===== src/rtl/phase_seq_arbiter_pkg.sv =====
// Shared definitions for the phase sequencer arbiter: FSM state encoding and
// phase register geometry.
package phase_seq_arbiter_pkg;

  typedef enum logic [1:0] {
    ST_IDLE    = 2'd0,
    ST_ARB     = 2'd1,
    ST_GRANT   = 2'd2,
    ST_RELEASE = 2'd3
  } state_t;

  localparam int             PHASE_W    = 2;
  localparam logic [PHASE_W-1:0] PHASE_LAST = 2'd3;

endpackage


===== src/rtl/phase_seq_arbiter_if.sv =====
// Requester-side bus of the phase sequencer arbiter.
//   req   : level request, one bit per requester
//   rel   : release pulse, only the holder's bit matters
//   step  : phase-advance pulse
//   lock  : blocks new grants
//   gnt   : one-hot registered grant
//   phase : current sequencer phase
//   busy  : arbiter not idle
//   err   : one-cycle pulse on hold timeout / illegal state recovery
// master = requesting agents, slave = arbiter.
interface phase_seq_arbiter_if
  import phase_seq_arbiter_pkg::*;
#(
  parameter int NUM_REQ = 4
);
  logic [NUM_REQ-1:0] req;
  logic [NUM_REQ-1:0] rel;
  logic               step;
  logic               lock;
  logic [NUM_REQ-1:0] gnt;
  logic [PHASE_W-1:0] phase;
  logic               busy;
  logic               err;

  modport master (output req, rel, step, lock, input gnt, phase, busy, err);
  modport slave  (input req, rel, step, lock, output gnt, phase, busy, err);
endinterface


===== src/rtl/phase_seq_arbiter_rr_pick.sv =====
// Combinational round-robin picker: first set request bit at or after ptr,
// wrapping from NUM_REQ-1 back to 0.
//   req    : request vector
//   ptr    : highest-priority index this round
//   onehot : winner as one-hot (all zero if no request)
//   idx    : winner index (0 if no request)
module phase_seq_arbiter_rr_pick
  import phase_seq_arbiter_pkg::*;
#(
  parameter int NUM_REQ = 4,
  parameter int IDX_W   = $clog2(NUM_REQ)
) (
  input  logic [NUM_REQ-1:0] req,
  input  logic [IDX_W-1:0]   ptr,
  output logic [NUM_REQ-1:0] onehot,
  output logic [IDX_W-1:0]   idx
);

  int   cand;
  logic found;

  always_comb begin
    onehot = '0;
    idx    = '0;
    found  = 1'b0;
    cand   = 0;
    for (int off = 0; off < NUM_REQ; off++) begin
      cand = int'(ptr) + off;
      if (cand >= NUM_REQ) cand = cand - NUM_REQ;
      if (!found && req[IDX_W'(cand)]) begin
        found                 = 1'b1;
        idx                   = IDX_W'(cand);
        onehot[IDX_W'(cand)]  = 1'b1;
      end
    end
  end

endmodule


===== src/rtl/phase_seq_arbiter.sv =====
// Shares the 4-phase sequencer between NUM_REQ requesters with round-robin
// arbitration. Only the grant holder may advance the phase; a grant is
// force-released after HOLD_MAX cycles.
//   clk   : clock, rising edge
//   rst_n : asynchronous active-low reset
//   bus   : slave side of phase_seq_arbiter_if (req/rel/step/lock in,
//           gnt/phase/busy/err out)
//
// state   | meaning
// IDLE    | no grant, waiting for a request while unlocked
// ARB     | one cycle, round-robin winner selected
// GRANT   | winner holds gnt, may step the phase
// RELEASE | one cycle, gnt low, pointer moves past the winner
module phase_seq_arbiter
  import phase_seq_arbiter_pkg::*;
#(
  parameter int NUM_REQ  = 4,
  parameter int HOLD_MAX = 8
) (
  input  logic                clk,
  input  logic                rst_n,
  phase_seq_arbiter_if.slave  bus
);

  localparam int IDX_W = $clog2(NUM_REQ);
  localparam int CNT_W = $clog2(HOLD_MAX);
  localparam logic [CNT_W-1:0] HOLD_LAST = CNT_W'(HOLD_MAX - 1);
  localparam logic [IDX_W-1:0] IDX_LAST  = IDX_W'(NUM_REQ - 1);

  state_t             state;
  logic [NUM_REQ-1:0] gnt_q;
  logic               err_q;
  logic [PHASE_W-1:0] phase_q;
  logic [IDX_W-1:0]   rr_ptr;
  logic [IDX_W-1:0]   win_idx;
  logic [CNT_W-1:0]   hold_cnt;

  logic [NUM_REQ-1:0] pick_onehot;
  logic [IDX_W-1:0]   pick_idx;
  logic               want_grant;

  phase_seq_arbiter_rr_pick #(
    .NUM_REQ (NUM_REQ),
    .IDX_W   (IDX_W)
  ) u_rr_pick (
    .req    (bus.req),
    .ptr    (rr_ptr),
    .onehot (pick_onehot),
    .idx    (pick_idx)
  );

  assign want_grant = (|bus.req) && !bus.lock;

  always_ff @(posedge clk or negedge rst_n) begin
    if (!rst_n) begin
      state    <= ST_IDLE;
      gnt_q    <= '0;
      err_q    <= 1'b0;
      phase_q  <= '0;
      rr_ptr   <= '0;
      win_idx  <= '0;
      hold_cnt <= '0;
    end else begin
      err_q <= 1'b0;
      case (state)
        ST_IDLE: begin
          gnt_q <= '0;
          if (want_grant) state <= ST_ARB;
        end
        ST_ARB: begin
          // Requests or lock are re-checked here; a drop aborts silently.
          if (want_grant) begin
            state    <= ST_GRANT;
            gnt_q    <= pick_onehot;
            win_idx  <= pick_idx;
            hold_cnt <= '0;
          end else begin
            state <= ST_IDLE;
          end
        end
        ST_GRANT: begin
          // Step is honoured even in the cycle the grant ends.
          if (bus.step)
            phase_q <= (phase_q == PHASE_LAST) ? '0 : phase_q + PHASE_W'(1);
          if (bus.rel[win_idx] || !bus.req[win_idx]) begin
            state <= ST_RELEASE;
            gnt_q <= '0;
          end else if (hold_cnt == HOLD_LAST) begin
            state <= ST_RELEASE;
            gnt_q <= '0;
            err_q <= 1'b1;
          end else begin
            hold_cnt <= hold_cnt + CNT_W'(1);
          end
        end
        ST_RELEASE: begin
          state    <= ST_IDLE;
          gnt_q    <= '0;
          hold_cnt <= '0;
          rr_ptr   <= (win_idx == IDX_LAST) ? '0 : win_idx + IDX_W'(1);
        end
        default: begin
          // Corrupted state register: drop the grant, keep phase, flag it.
          state <= ST_IDLE;
          gnt_q <= '0;
          err_q <= 1'b1;
        end
      endcase
    end
  end

  assign bus.gnt   = gnt_q;
  assign bus.err   = err_q;
  assign bus.phase = phase_q;
  assign bus.busy  = (state != ST_IDLE);

endmodule


===== src/flat_wrapper.sv =====
// flat-port wrapper written by rule: the top's interface ports become plain ports
module phase_seq_arbiter_flat import phase_seq_arbiter_pkg::*;
#(
  parameter int NUM_REQ  = 4,
  parameter int HOLD_MAX = 8
)
  (clk, rst_n, bus_req, bus_rel, bus_step, bus_lock, bus_gnt, bus_phase, bus_busy, bus_err);
  phase_seq_arbiter_if #(.NUM_REQ(NUM_REQ)) bus_i ();
  input  logic clk;
  input  logic rst_n;
  input wire logic [$bits(bus_i.req)-1:0] bus_req;
  input wire logic [$bits(bus_i.rel)-1:0] bus_rel;
  input wire logic [$bits(bus_i.step)-1:0] bus_step;
  input wire logic [$bits(bus_i.lock)-1:0] bus_lock;
  output wire logic [$bits(bus_i.gnt)-1:0] bus_gnt;
  output wire logic [$bits(bus_i.phase)-1:0] bus_phase;
  output wire logic [$bits(bus_i.busy)-1:0] bus_busy;
  output wire logic [$bits(bus_i.err)-1:0] bus_err;
  assign bus_i.req = bus_req;
  assign bus_i.rel = bus_rel;
  assign bus_i.step = bus_step;
  assign bus_i.lock = bus_lock;
  assign bus_gnt = bus_i.gnt;
  assign bus_phase = bus_i.phase;
  assign bus_busy = bus_i.busy;
  assign bus_err = bus_i.err;
  phase_seq_arbiter #(.NUM_REQ(NUM_REQ), .HOLD_MAX(HOLD_MAX)) u_core (.clk(clk), .rst_n(rst_n), .bus(bus_i));
endmodule

===== config.mk =====
export PLATFORM = sky130hd
export DESIGN_NAME = phase_seq_arbiter_flat
export DESIGN_NICKNAME = d
export VERILOG_FILES = /design/src/rtl/phase_seq_arbiter_pkg.sv /design/src/rtl/phase_seq_arbiter_if.sv /design/src/rtl/phase_seq_arbiter_rr_pick.sv /design/src/rtl/phase_seq_arbiter.sv /design/src/flat_wrapper.sv
export SDC_FILE = /design/constraint.sdc
export NUM_CORES = 1
export LEC_CHECK = 0
export CAP_MARGIN = 30
export CORE_MARGIN = 2
export CORE_UTILIZATION = 39
export DETAILED_ROUTE_END_ITERATION = 8
export PLACE_DENSITY = 0.65
export SYNTH_ARGS = -nofsm -noshare
export SYNTH_HDL_FRONTEND = slang
export SYNTH_SLANG_ARGS = --single-unit

===== constraint.sdc =====
create_clock -name clk -period 5.7 [get_ports clk]
set_input_delay 0.57 -clock clk [delete_from_list [all_inputs] [get_ports clk]]
set_output_delay 0.57 -clock clk [all_outputs]
set_load 0.02 [all_outputs]

* Yosys cells after proc, flatten, opt, wreduce, memory -nomap -nowiden
Cells that the tools add are included.
Word-level totals: register bits after elaboration 16, input port bits 12, output and inout bits 8, logic and storage cells 125
Operators by class: add/subtract/negate cells 10, magnitude comparators 13, eq/ne operators 11, mux-type cells 57, bitwise logic cells 3, reductions and logical operators 24
Operators by type and width (count):
- 2-bit 2-to-1 mux | 14
- 4-bit 2-to-1 mux | 7
- 1-bit 2-to-1 mux | 20
- 2-bit by 4-bit < comparator with 1-bit output (second input constant) | 4
- 1-bit binary-select mux with 2-bit select | 6
- 4-bit bitwise OR | 3
- 4-bit case mux with 3 select lines | 1
- 3-bit greater-or-equal comparator (second input constant) | 3
- 3-bit 2-to-1 mux | 3
- 3-bit case mux with 3 select lines | 1
- 1-bit demux with 2-bit select | 4
- 2-bit == test (second input constant) | 4
- 2-bit by 1-bit greater-or-equal comparator with 1-bit output (second input constant) | 4
- 1-bit logical AND | 8
- 2-bit case mux with 4 select lines | 1
- 2-bit AND reduction | 4
- 2-bit by 1-bit subtractor with 2-bit output (second input constant) | 4
- 2-bit by 2-bit adder with 3-bit output (second input constant) | 2
- 1-bit logical NOT | 5
- 2-bit by 1-bit adder with 2-bit output (second input constant) | 2
- 2-bit by 1-bit != test with 1-bit output (second input constant) | 2
- 2-bit != test (second input constant) | 2
- 4-bit AND reduction | 1
- 4-bit OR reduction | 1
- other kinds (12) | 12

* Depth between registers and ports, before layout
Gate-level depths: netlist of run 1.
depth in word-level cells 17, gate-level depth with buffers 9

* Cells and area by module
From an unflattened synthesis of run 1, not the netlist that was laid out.
Second synthesis, totals: cell total of the unflattened synthesis 131, area total of the unflattened synthesis 1347.5 µm²
Modules (own cells, without submodules):
- phase_seq_arbiter | times used 1, cells each 61, area each 775.7 µm², seq. area each 400.4 µm²
- phase_seq_arbiter_rr_pick | times used 1, cells each 70, area each 571.8 µm², seq. area each 0.0 µm²

* Worst setup path after synthesis of run 1
No wires, ideal clock.
path type reg2reg, start point reg u_core.rr_ptr[1], end point reg u_core.win_idx[1], setup time 0.066 ns, data arrival time 2.602 ns, data required time 5.634 ns, path slack 3.033 ns, stages on the path, launching flop included 9, buffers on the path 2, period minus slack after synthesis 2.667 ns, path through dfrtp_1 > clkbuf_1 > inv_1 > ha_1 > buf_2 > mux4_2 > or2_1 > o41ai_2 > o22a_1
Between the ends: longest elaborated chain between the ends 15
Ends and longest elaborated chain:
- from (decl) | RTL line phase_seq_arbiter.sv:34 | logic [IDX_W-1:0] rr_ptr;
- from (signal assigned) | RTL line phase_seq_arbiter.sv:100 | rr_ptr <= (win_idx == IDX_LAST) ? '0 : win_idx + IDX_W'(1);
- parallel branches: the longest is 14 deep, another holds 2-bit by 1-bit adder with 3-bit output
- 2-bit 2-to-1 mux * | RTL line phase_seq_arbiter_rr_pick.sv:30 | if (!found && req[IDX_W'(cand)]) begin
- to (signal assigned) | RTL line phase_seq_arbiter.sv:75 | win_idx <= pick_idx;
- to (decl) | RTL line phase_seq_arbiter.sv:35 | logic [IDX_W-1:0] win_idx;
Every way passes the cells marked *. The select of a mux whose other input is x is not followed. A chain may end at the register's enable or synchronous reset.

* Worst setup path in the final report of run 1
start point reg u_core.rr_ptr[0], end point reg u_core.win_idx[1]
The elaborated chain is that of the path after synthesis.

==> flow_summary.ini, run 1 <==
[status]
status = completed

[sta]
clock_skew_ps = 9.200
setup_viol = 0
setup_tns_ps = 0
hold_viol_final = 0
rsz0062_at_grt = false
slew_headroom = 0.5188
fin_crit_ps = 2930
worst_hold_slack_ps = 505.4
tightest_slew_ps = 719.5
slew_viol_final = 0
post-route-period-util = 0.5141
clock.fmax_ghz = 0.3413

[logic_synthesis]
synth_top_area_share = 0.3178
synth_area_per_cell_um2 = 10.24
synth_edf_count = 0
synth_seq_area_share = 0.3178
yosys.area.top_type = dfrtp_1
synth_nets = 147
synth_cell_types = 45
ys_ff_latch = 16
ys_top_cells_by_area = dfrtp_1 (32%), ha_1 (12%), mux4_2 (5.4%)
synth_area_um2 = 1260
ys.flop_type = dfrtp_1
ys_warn_count = 0
synthMostInstantiatedCell = dfrtp_1
async_reset_ff_frac = 1.000
synth_common_cells = dfrtp_1 (16), ha_1 (12), nand2_1 (11)
synth_cells = 123

[detailed_routing]
drtIter0Drc = 39
ant_nets = 0
dr.pass1.iters = 4
post_drt_wl_per_cell_um = 14.35
vias_per_cell = 5.627
drcViolationCount = 0
routed_wl_mm = 2.654
vias = 1041

[placed_design]
io_buffer_count = 19
routabilityCongestion = 0.8598
dp_cells = 181
hpwl_mm = 2.037

[global_routing]
grt_pass1_wl_mm = 4.650
overflow = 0
grt_pass1_vias = 1004
antenna_found_initial = 0
grt_usage = 0.1664
grt_max_degree = 17

[power_and_ir_drop]
power_leakage_uw = 0.0006395
finalPower_uw = 681.7
ir_worst_vdd_uv = 246.7
power_density_nw_per_um2 = 451.0

[critical_path]
rr_startpoint = u_core.rr_ptr[0]
critPathMaxFanout = 15
setup.worst_path.start_class = register
worstSetupPathType = reg2reg
required_ps = 5930
cp_top_family = flip-flops
crit_arrival_ps = 3160
path_cells = inv_1, ha_1, mux4_2, or2_1, o41ai_2, o22a_1
cp_slowest_stage_delay_ps = 710
critical_path_buf_inv_count = 1
end_kind = register
crit_path_start = u_core.rr_ptr[0]
slowest_stage = dfrtp_1

[layout]
num_antenna_cells = 0
layout-drive-gt1-share = 0.1206
nNetsFinal = 166
utilization = 0.4951
stdcell_count = 185
syn_to_final_growth_pct = 19.96

[cts]
cts-root-buf = clkbuf_4
cts_made_buffers = 3
cts-resized-gates = 0
cts-htree-levels = 1
cts_setup_buffers = 0
clock_sinks = 16
clock_latency_ps = 290
ctsHoldBuffers = 0
cts_tree = built
cts.path.max_buffers = 2
clkTransAtPathRegs_ps = 100

[die]
rows = 20
floorplan.initialDensity = 0.4127
dieHeight_um = 60.84
dieWidth_um = 60.84
coreArea_um2 = 3053
dieArea_um2 = 3702
pin_count = 20

[hold_path]
min_path_type = reg2reg
hp-start = u_core.bus.gnt[3]

[job]
cap_violations = 0
-- cells by family after synthesis --
logic type      synth area share
compound gates            0.2125
fa+ha+maj                 0.1192
buf+inv                  0.03574
flops                     0.3178
mux                       0.1301
simple gates              0.1847
-- layout make-up --
cell class / instances / area [um2]
fillers: 305 / 1541
multi-input cells: 98 / 814.5
flip-flops and latches: 16 / 400.4
repair buffers: 19 / 190.2
well taps: 44 / 55.05
clock buffers: 4 / 36.28
inverters: 4 / 15.01
-- power by group --
part | internal, uW | leakage [uW] | switching, uW
combinational | 186 | 0.000411 | 207
clock | 39.0 | 0.0000210 | 37.2
sequential | 150 | 0.000207 | 62.3
total | 375 | 0.000640 | 306
-- cell usage in the layout, fill, tap and decap left out, types with 2 or more instances in the layout --
cell type	n
clkbuf_4	3
nor2b_1	3
o21ai_0	6
and3_1	2
a32o_1	2
nor2_1	8
mux4_2	3
a31oi_1	2
clkdlybuf4s50_1	19
ha_1	12
a221oi_1	3
o211ai_1	4
a221o_1	3
mux4_1	2
nand3_1	3
or2_2	2
inv_1	4
dfrtp_1	16
a211oi_1	2
nand2b_1	4
a21oi_1	2
mux2_2	3
nand2_1	11
-- final timing paths --
check | slack, ps | endpoint | depth (start not counted)
min in group asynchronous | 690 | u_core.bus.phase[1] | 1
max in group asynchronous | 4540 | u_core.win_idx[1] | 1
worst max register to register | 2770 | u_core.win_idx[1] | 6
worst max-delay path | 2770 | u_core.win_idx[1] | 6
worst min-delay path | 510 | u_core.bus.gnt[3] | 1
worst min register to register | 510 | u_core.bus.gnt[3] | 1
-- routing by layer --
layer / global-route usage / part of all wire
met1: 0.2162 / 0.46
met2: 0.2919 / 0.50
met3: 0.03198 / 0.039
met4: 0.02795 / 0.0045
met5: 0 / 0
-- sequential cells by signal (all words and copies together) (netlist names), named ones only --
name and count:
u_core.bus.err 1, u_core.state 1, u_core.bus.gnt 4, u_core.rr_ptr 2, u_core.hold_cnt 3, u_core.bus.phase 2, u_core.win_idx 2
-- through the flow --
step                      setup slack (ps)  cell area (um2)
after floorplan                       3033             1260
after global placement                2847             1475
after detailed placement              2777             1475
after CTS                             2753             1511
after global routing                  2528             1511
final                                 2770             1511
(Power assumes the default switching activity.)
==> inputs of run 2 (changes only) <==
Settings changed: PLACE_DENSITY 0.65 to 0.68.
Clock period 5.7 ns to 2.4 ns, I/O delays scaled along.
==> flow_summary.ini, run 2 (synthesis gave the netlist of run 1 again) <==
[cts]
cts_made_buffers = 3
cts-htree-levels = 1
cts.path.max_buffers = 2
cts-root-buf = clkbuf_4
cts_tree = built
clock_sinks = 16
clock_latency_ps = 280
clkTransAtPathRegs_ps = 90

[global_routing]
antenna_found_initial = 0
overflow = 0
grt_pass1_vias = 1122
grt_usage = 0.1730
grt_pass1_wl_mm = 4.912
grt_max_degree = 17

[detailed_routing]
routed_wl_mm = 2.865
dr.pass1.iters = 4
drcViolationCount = 0
ant_nets = 0
vias = 1105
vias_per_cell = 5.581
post_drt_wl_per_cell_um = 14.47
drtIter0Drc = 59

[placed_design]
routabilityCongestion = 0.8714
hpwl_mm = 2.246
dp_cells = 194
io_buffer_count = 19

[critical_path]
slowest_stage = mux4_2
r2r_cells = 7
rr_startpoint = u_core.rr_ptr[1]
cp_top_family = compound AO/OA/AOI/OAI gates
required_ps = 2570
end_kind = register
critical_path_depth = 7
cp_slowest_stage_delay_ps = 510
worstSetupPathType = reg2reg
crit_arrival_ps = 2410
setup.worst_path.start_class = register
r2r_setup_slack_ps = 160
critPathMaxFanout = 8
r2r_end = u_core.bus.gnt[0]
critical_path_buf_inv_count = 2
path_cells = inv_4, ha_4, mux4_2, buf_4, a221oi_1, nor2_1, a221o_1

[job]
cap_violations = 0

[layout]
layout-drive-gt1-share = 0.2273
num_antenna_cells = 0
utilization = 0.5328
syn_to_final_growth_pct = 29.10
stdcell_count = 198
largest_reg_flops = 4
layout_commonest_cell = clkdlybuf4s50_1
final_cell_mix = clkdlybuf4s50_1 (19), dfrtp_1 (15), buf_4 (13), nand2_1 (11), ha_1 (11)
nNetsFinal = 179
fillers = 298

[die]
rows = 20
pin_count = 20
dieWidth_um = 60.84
dieArea_um2 = 3702
coreArea_um2 = 3053
dieHeight_um = 60.84
floorplan.initialDensity = 0.4127

[sta]
clock_skew_ps = 5.447
fin_crit_ps = 2241
post-route-period-util = 0.9338
slew_headroom = 0.5169
clock.fmax_ghz = 0.4462
rsz0062_at_grt = false
slew_viol_final = 0
tightest_slew_ps = 722.4
setup_viol = 0
hold_viol_final = 0

[power_and_ir_drop]
power_density_nw_per_um2 = 1092
power_leakage_uw = 0.0006988
ir_worst_vdd_uv = 509.0

[status]
status = completed

[hold_path]
min_path_type = in2async
==> run 2: how the worst max path moves through the flow <==
stage	from	endpoint	slack [ps]
floorplan	u_core.rr_ptr[0]	u_core.win_idx[1]	-20
global route	u_core.rr_ptr[1]	u_core.bus.gnt[1]	40
finish	u_core.rr_ptr[1]	u_core.bus.gnt[0]	160
CTS	u_core.rr_ptr[0]	u_core.bus.gnt[0]	50
detailed placement	bus_req[1]	u_core.bus.gnt[0]	-0.2
global placement	bus_req[3]	u_core.bus.gnt[1]	90
==> run 2: repair_timing <==
item	CTS	global route
setup endpoints to repair	0	2
resized for setup	0	2
endpoints found under the hold margin	0	0
buffers inserted	0	0
hold buffers	0	0
==> run 2: cell type report <==
type                            count  area (um2)  area share
Multi-Input combinational cell     98       823.3      0.5062
Tap cell                           44       55.05     0.03385
Sequential cell                    16       401.6      0.2469
Timing Repair Buffer               32       287.8      0.1769
Inverter                            4       22.52     0.01385
Clock buffer                        4       36.28     0.02231
==> run 2: report_power, final <==
part / switching [uW] / leakage, uW / internal, uW
combinational: 592 / 0.000472 / 552
clock: 80.5 / 0.0000210 / 92.2
sequential: 101 / 0.000206 / 359
total: 774 / 0.000699 / 1000
==> run 2: through the flow <==
stage / power (uW) / TNS, ps / hold slack (ps) / cell area, um2 / worst slack [ps]
6_report: 1777 / 0 / 382.5 / 1627 / 158.9
3_3_place_gp: 1568 / 0 / 486.3 / 1593 / 86.73
3_5_place_dp: 1606 / -0.2138 / 493.8 / 1593 / -0.2138
2_1_floorplan: 1254 / -20.09 / -55.59 / 1296 / -20.09
5_1_grt: 1938 / 0 / 421.3 / 1627 / 38.92
4_1_cts: 1782 / 0 / 401.5 / 1629 / 51.13
==> run 2: routing by layer <==
metal,up-vias,track usage,share of wire
met5,-,0,0
met4,0,0.05590,0.0049
met3,2,0.01493,0.028
met2,19,0.3103,0.50
met1,550,0.2184,0.47
li1,534,-,-
